--- config.mk ---
export PLATFORM = sky130hd
export DESIGN_NAME = secuenciador_lectura_rtc
export DESIGN_NICKNAME = d
export VERILOG_FILES = /design/src/rtl/secuenciador_lectura_rtc.sv
export SDC_FILE = /design/constraint.sdc
export NUM_CORES = 1
export LEC_CHECK = 0
export BUFFER_PORTS_ARGS = -buffer_cell sky130_fd_sc_hd__buf_4
export CAP_MARGIN = 20
export CORE_MARGIN = 8
export CORE_UTILIZATION = 57
export DETAILED_ROUTE_END_ITERATION = 8
export GPL_TIMING_DRIVEN = 1
export PLACE_DENSITY_LB_ADDON = 0.25
export REMOVE_ABC_BUFFERS = 1
export SYNTH_ARGS = -nofsm -noshare
export SYNTH_HDL_FRONTEND = slang
export SYNTH_SLANG_ARGS = --single-unit
--- constraint.sdc ---
create_clock -name clk -period 7.7 [get_ports clk]
set_input_delay 0 -clock clk [delete_from_list [all_inputs] [get_ports clk]]
set_output_delay 0 -clock clk [all_outputs]
set_load 0.02 [all_outputs]
--- src/rtl/secuenciador_lectura_rtc.sv ---
// Reads the six BCD time/date fields from the RTC bank, passes each through the
// external BCD-to-binary converter, range-checks it and latches a binary snapshot.
module secuenciador_lectura_rtc #(
  parameter int TIMEOUT = 15
) (
  input  logic       clk,
  input  logic       reset,
  input  logic       start,
  output logic       rd_req,
  output logic [2:0] rd_addr,
  input  logic       rd_ack,
  input  logic [7:0] rd_dato,
  output logic [7:0] bcd_out,
  input  logic [6:0] bin_in,
  output logic [6:0] seg,
  output logic [6:0] min,
  output logic [6:0] hora,
  output logic [6:0] dia,
  output logic [6:0] mes,
  output logic [6:0] anio,
  output logic       busy,
  output logic       done,
  output logic       error,
  output logic [2:0] err_campo
);
  // state  | meaning
  // IDLE   | waiting for start
  // REQ    | rd_req high for field r_idx, timeout down-counter running
  // CONV   | held byte on bcd_out, converter result checked and latched
  // DONE   | one-cycle done pulse
  typedef enum logic [1:0] {S_IDLE, S_REQ, S_CONV, S_DONE} t_estado;

  localparam int            CW      = (TIMEOUT > 1) ? $clog2(TIMEOUT) : 1;
  localparam logic [CW-1:0] C_CARGA = CW'(TIMEOUT - 1);

  t_estado       r_estado, w_estado_n;
  logic [2:0]    r_idx, w_idx_n;
  logic [CW-1:0] r_cnt, w_cnt_n;
  logic [7:0]    r_bcd, w_bcd_n;
  logic          r_error, w_error_n;
  logic [2:0]    r_err_campo, w_err_campo_n;
  logic [6:0]    r_seg, r_min, r_hora, r_dia, r_mes, r_anio;
  logic [6:0]    w_seg_n, w_min_n, w_hora_n, w_dia_n, w_mes_n, w_anio_n;
  logic [6:0]    w_lo, w_hi;
  logic          w_valido, w_avanza;

  always_comb begin
    w_lo = 7'd0;
    w_hi = 7'd99;
    case (r_idx)
      3'd0, 3'd1: begin w_lo = 7'd0; w_hi = 7'd59; end
      3'd2:       begin w_lo = 7'd0; w_hi = 7'd23; end
      3'd3:       begin w_lo = 7'd1; w_hi = 7'd31; end
      3'd4:       begin w_lo = 7'd1; w_hi = 7'd12; end
      default:    begin w_lo = 7'd0; w_hi = 7'd99; end
    endcase
    w_valido = (bin_in != 7'h7F) && (bin_in >= w_lo) && (bin_in <= w_hi);
  end

  always_comb begin
    w_estado_n    = r_estado;
    w_idx_n       = r_idx;
    w_cnt_n       = r_cnt;
    w_bcd_n       = r_bcd;
    w_error_n     = r_error;
    w_err_campo_n = r_err_campo;
    w_seg_n       = r_seg;
    w_min_n       = r_min;
    w_hora_n      = r_hora;
    w_dia_n       = r_dia;
    w_mes_n       = r_mes;
    w_anio_n      = r_anio;
    w_avanza      = 1'b0;
    case (r_estado)
      S_IDLE: begin
        if (start) begin
          w_estado_n    = S_REQ;
          w_idx_n       = 3'd0;
          w_cnt_n       = C_CARGA;
          w_error_n     = 1'b0;
          w_err_campo_n = 3'd0;
        end
      end
      S_REQ: begin
        if (rd_ack) begin
          w_bcd_n    = rd_dato;
          w_estado_n = S_CONV;
        end else if (r_cnt == '0) begin
          w_error_n     = 1'b1;
          w_err_campo_n = r_idx;
          w_avanza      = 1'b1;
        end else begin
          w_cnt_n = r_cnt - 1'b1;
        end
      end
      S_CONV: begin
        if (w_valido) begin
          case (r_idx)
            3'd0:    w_seg_n  = bin_in;
            3'd1:    w_min_n  = bin_in;
            3'd2:    w_hora_n = bin_in;
            3'd3:    w_dia_n  = bin_in;
            3'd4:    w_mes_n  = bin_in;
            default: w_anio_n = bin_in;
          endcase
        end else begin
          w_error_n     = 1'b1;
          w_err_campo_n = r_idx;
        end
        w_avanza = 1'b1;
      end
      default: w_estado_n = S_IDLE;
    endcase
    // The NEXT step has no cycle of its own: it folds into CONV or the timeout.
    if (w_avanza) begin
      if (r_idx == 3'd5) begin
        w_estado_n = S_DONE;
      end else begin
        w_estado_n = S_REQ;
        w_idx_n    = r_idx + 3'd1;
        w_cnt_n    = C_CARGA;
      end
    end
  end

  always_ff @(posedge clk or posedge reset) begin
    if (reset) begin
      r_estado    <= S_IDLE;
      r_idx       <= 3'd0;
      r_cnt       <= '0;
      r_bcd       <= 8'h00;
      r_error     <= 1'b0;
      r_err_campo <= 3'd0;
      r_seg       <= 7'd0;
      r_min       <= 7'd0;
      r_hora      <= 7'd0;
      r_dia       <= 7'd1;
      r_mes       <= 7'd1;
      r_anio      <= 7'd0;
    end else begin
      r_estado    <= w_estado_n;
      r_idx       <= w_idx_n;
      r_cnt       <= w_cnt_n;
      r_bcd       <= w_bcd_n;
      r_error     <= w_error_n;
      r_err_campo <= w_err_campo_n;
      r_seg       <= w_seg_n;
      r_min       <= w_min_n;
      r_hora      <= w_hora_n;
      r_dia       <= w_dia_n;
      r_mes       <= w_mes_n;
      r_anio      <= w_anio_n;
    end
  end

  assign rd_req    = (r_estado == S_REQ);
  assign rd_addr   = r_idx;
  assign bcd_out   = r_bcd;
  assign busy      = (r_estado != S_IDLE);
  assign done      = (r_estado == S_DONE);
  assign error     = r_error;
  assign err_campo = r_err_campo;
  assign seg       = r_seg;
  assign min       = r_min;
  assign hora      = r_hora;
  assign dia       = r_dia;
  assign mes       = r_mes;
  assign anio      = r_anio;
endmodule

# Yosys cells after proc, flatten, opt, wreduce, memory -nomap -nowiden
# Index checks and enable logic that the tools add are counted.
# Widths: inputs -> output; s select.
totals:
  reg_bits: 63
  input_bits: 19
  out_inout_bits: 60
  elab_cells: 82
op_classes:
  n_addsub: 2
  order_cmp: 2
  n_eq_ne: 16
  mux: 30
  bitwise_logic: 1
  n_reduce_logical: 19
op_table:
  columns: ["operator", "n"]
  rows:
  - ["$pmux 7 s4", 1]
  - ["$mux 3", 8]
  - ["$reduce_and 3->1", 7]
  - ["$mux 4", 5]
  - ["$pmux 3 s3", 1]
  - ["$mux 2", 4]
  - ["$ne 2x2->1 const B", 4]
  - ["$pmux 4 s2", 1]
  - ["$ge 7x7->1", 1]
  - ["$le 7x7->1", 1]
  - ["$mux 1", 7]
  - ["$ne 7x7->1 const B", 1]
  - ["$eq 3x2->1 const B", 2]
  - ["$eq 3x3->1 const B", 2]
  - ["$pmux 2 s3", 1]
  - ["$reduce_and 5->1", 1]
  - ["$reduce_or 5->1", 1]
  - ["$eq 2x2->1 const B", 2]
  - ["$logic_not 4->1", 1]
  - ["$reduce_or 2->1", 2]
  - ["$sub 4x1->4 const B", 1]
  - ["$add 3x1->3 const B", 1]
  - ["$eq 3x1->1 const B", 1]
  - ["$logic_not 3->1", 1]
  - ["12 further kinds", 13]

# Logic depth before layout (Yosys ltp)
logic_depth:
  depth_word: 8
  depth_mapped: 13
  mapped_depth_nobuf: 12

# Least setup slack after synthesis
# No wires, ideal clock.
synth_timing:
  kind: "reg2reg"
  start: "register r_idx[2], in the netlist rd_addr[2]"
  end: "register r_anio[0], in the netlist anio[0]"
  setup_ps: 125
  arrival_time_ps: 3003
  t_required_ps: 7575
  setup_slack_ps: 4572
  stages_incl_launch_ff: 13
  path_buffers: 2
  synth_period_minus_slack_ps: 3128
  path_cell_list: "dfrtp_1 > clkbuf_1 > clkinv_1 > ha_1 > a211oi_1 > o21a_1 > ha_1 > a21oi_1 > o21ai_0 > o22a_1 > or3_1 > buf_6 > mux2_4"
synth_via:
  elab_chain_cells: 7
  word_cells_on_any_way: 16
  classes_between: "order compare (2); eq/ne (4); mux (2); bitwise (1); reduce/logical (7)"
synth_lines:
  columns: ["element", "line_no", "text"]
  rows:
  - ["start: declaration", "37", "logic [2:0] r_idx, w_idx_n;"]
  - ["start signal: assignment", "142", "r_idx <= w_idx_n;"]
  - ["parallel branches: the longest is 6 deep, another holds $le 7x7->1", null, null]
  - ["$reduce_and 3->1 (no source line) *", null, null]
  - ["end signal: assignment", "152", "r_anio <= w_anio_n;"]
  - ["end: declaration", "42", "logic [6:0] r_seg, r_min, r_hora, r_dia, r_mes, r_anio;"]
# Every way passes the cells marked *.
# A chain may end at the register's enable or synchronous reset.

# Worst setup path after layout
layout_timing:
  start: "register r_idx[0], in the netlist rd_addr[0]"
  end: "register r_mes[2], in the netlist mes[2]"
layout_via:
  elab_chain_cells: 7
  word_cells_on_any_way: 14
  classes_between: "order compare (2); eq/ne (4); mux (2); reduce/logical (6)"
layout_lines:
  columns: ["element", "line_no", "text"]
  rows:
  - ["parallel branches: the longest is 6 deep, another holds $le 7x7->1", null, null]
  - ["$reduce_and 3->1 (no source line) *", null, null]
  - ["end signal: assignment", "151", "r_mes <= w_mes_n;"]
  - ["end: declaration", "42", null]
# Marked as above.

==> impl_metrics.py <==
metrics = {
    "global_routing": {
        "grt_overflow_total": 0,
        "grt_util_all_layers_pct": 19.5,
        "grt_pass1_wl_um": 11600,
        "grt_antenna_before_repair": 0,
        "grt_max_degree": 64,
        "grt_pass1_vias": 2338,
    },
    "synth": {
        "syn_inst": 244,
        "yosysSeqAreaShare_pct": 52.1,
        "syn_area_sq_um": 3030,
        "synth_cell_types": 39,
        "async_flop_share_pct": 100,
        "yosysWarnings": 0,
        "synth.ff_latch_count": 63,
        "synthFlopType": "dfrtp_1",
        "synth_edf_count": 0,
        "avgSynthCellArea_sq_um": 12.4,
    },
    "job": {
        "drv_cap": 0,
    },
    "place": {
        "port_buffers": 78,
        "dpl.hpwl_um": 5060,
        "post_dp_cell_area_sq_um": 3680,
        "gp_congestion": 0.907,
        "dp_cells": 388,
        "dp_slack_ns": 4.50,
    },
    "routing": {
        "firstDrtPassIters": 4,
        "drtIter0Drc": 67,
        "wl_um": 7270,
        "via_per_inst": 5.42,
        "wl_per_cell_um": 17.3,
        "vias": 2281,
        "drtAntennaViolNets": 0,
        "drt_drc_violations_left": 0,
    },
    "power": {
        "powerDensity_nw_per_um2": 393,
        "power_leakage_nw": 2.05,
        "peakVddDrop_uv": 261,
    },
    "final_layout": {
        "n_antenna_cell": 0,
        "final_area_sq_um": 4070,
        "drive_gt1_share_pct": 41.9,
        "layout_common_cells": "buf_4 (79), dfrtp_1 (61), mux2_2 (37)",
        "num-nets-final": 384,
        "fill_cells": 292,
        "area_growth_pct": 34.2,
        "stdcell_count": 421,
        "layout_commonest_cell": "buf_4",
        "final_core_util_pct": 79.7,
    },
    "clock_network": {
        "clock-root-buffer": "clkbuf_8",
        "postCtsSetupBuffers": 0,
        "cts_tree": "done",
        "path_clk_slew_ns": 0.06,
        "h-tree-depth": 3,
        "ctsResizeCount": 0,
        "cts_sinks": 63,
        "clk_latency_ns": 0.35,
        "clockBufferDepth": 2,
        "numCtsBuffers": 9,
    },
    "setup_path": {
        "critPathCaptureType": "register",
        "crit_fanout": 9,
        "arrival_ns": 3.45,
        "cp_data_required_time_ns": 7.93,
        "worstSetupPathType": "register to register",
        "critPathLaunchType": "register",
    },
    "floorplanning": {
        "core_sq_um": 5110,
        "rows": 26,
        "initial_core_util_pct": 59.4,
        "ios": 79,
        "fp.dieH_um": 88.9,
        "die-area_sq_um": 7910,
        "die_x_um": 88.9,
    },
    "sta": {
        "setup_viol": 0,
        "slew_violations": 0,
        "final-hold-violation-count": 0,
        "rsz0062_at_grt": "false",
        "fin_crit_sh_pct": 41.9,
        "clock_skew_ns": 0.0117,
        "max_freq_ghz": 0.310,
        "worst_slack_ns": 4.47,
        "slew_headroom_pct": 50.2,
        "period_needed_ns": 3.23,
        "tns_ns": 0,
        "tightest_slew_ns": 0.747,
    },
    "hold_path": {
        "hold_class": "input pin to register",
    },
    "outcome": {
        "outcome": "finished, final reports clean",
    },
}
-- power by group --
| part | internal (mW) | switching [mW] |
|---|---|---|
| Sequential | 0.457 | 0.0811 |
| Clock | 0.181 | 0.127 |
| Combinational | 0.354 | 0.402 |
-- worst paths after layout --
check	endpoint	slack [ns]	cells after the start	from
min in group asynchronous	dia[2]	0.46	4	reset
max in group asynchronous	err_campo[0]	6.76	4	reset
worst max-delay path	mes[2]	4.47	12	rd_addr[0]
worst min register to register	bcd_out[7]	0.51	1	bcd_out[7]
worst max register to register	mes[2]	4.47	12	rd_addr[0]
worst min-delay path	bcd_out[6]	0.43	3	rd_dato[6]
-- stage by stage --
| step | total power, mW | hold slack (ns) |
|---|---|---|
| 2_1_floorplan | 0.996 | 0.148 |
| 3_3_place_gp | 1.27 | 0.232 |
| 3_5_place_dp | 1.29 | 0.236 |
| 4_1_cts | 1.61 | 0.420 |
| 5_1_grt | 1.69 | 0.428 |
| 6_report | 1.60 | 0.434 |
-- what timing repair did --
| action | 4_1_cts | 5_1_grt |
|---|---|---|
| hold buffers | 18 | 0 |
| setup endpoints to repair | 0 | 0 |
| endpoints found under the hold margin | 105 | 0 |
-- flip-flops by register name (all words and copies together) (netlist names) --
name and flops:
rd_addr 3, mes 7, hora 7, seg 7, min 7, dia 7
err_campo 3, bcd_out 8, r_estado 2, anio 7, r_cnt 4, error 1
-- cells by family (layout without fill, tap and decap cells) --
family	after synthesis	in the layout	synth area share [%]
AND/OR/NAND/NOR	55	55	9.08
buffers and inverters	21	128	3.09
flip-flops	63	63	52.1
multiplexers	54	54	21.7
adder cells (fa/ha/maj)	18	18	7.43
AO/OA/AOI/OAI	33	33	6.68
-- layout make-up --
type,instances,area (sq um),share of cell area (%)
clock buffers,10,128,3.13
clock inverters,5,83.8,2.06
inverters,16,60.1,1.48
multi-input cells,160,1360,33.4
flip-flops and latches,63,1580,38.8
well taps,70,87.6,2.15
repair buffers,97,773,19.0
-- cells in the mapped netlist, drive strengths merged, types with 4 or more instances --
library cell	number	area, sq um
dfrtp	61	1530
inv	15	56.3
nor2	10	37.5
nand2	15	56.3
nand3	8	40.0
ha	18	225
nand4	7	43.8
or3	4	25.0
mux2	51	627
o21ai	11	55.1
a21oi	9	45.0
-- worst max-delay path, cell delays in order, from the launching register on --
cell     delay, ns
dfrtp_1       0.50
inv_1         0.10
ha_1          0.28
nand2_1       0.13
nand2_1       0.10
a21oi_1       0.24
nor2_1        0.09
ha_1          0.29
nand4_1       0.13
a21oi_1       0.07
o22a_1        0.24
or3_1         0.58
mux2_4        0.37
-- layer usage --
metal	wire length, um	vias to the layer above	global-route usage, %
met5	0	-	0
met4	63	0	7.70
met3	583	8	7.72
met2	3460	63	31.6
met1	3160	1128	22.5
li1	-	1082	-
(Power assumes the default switching activity.)
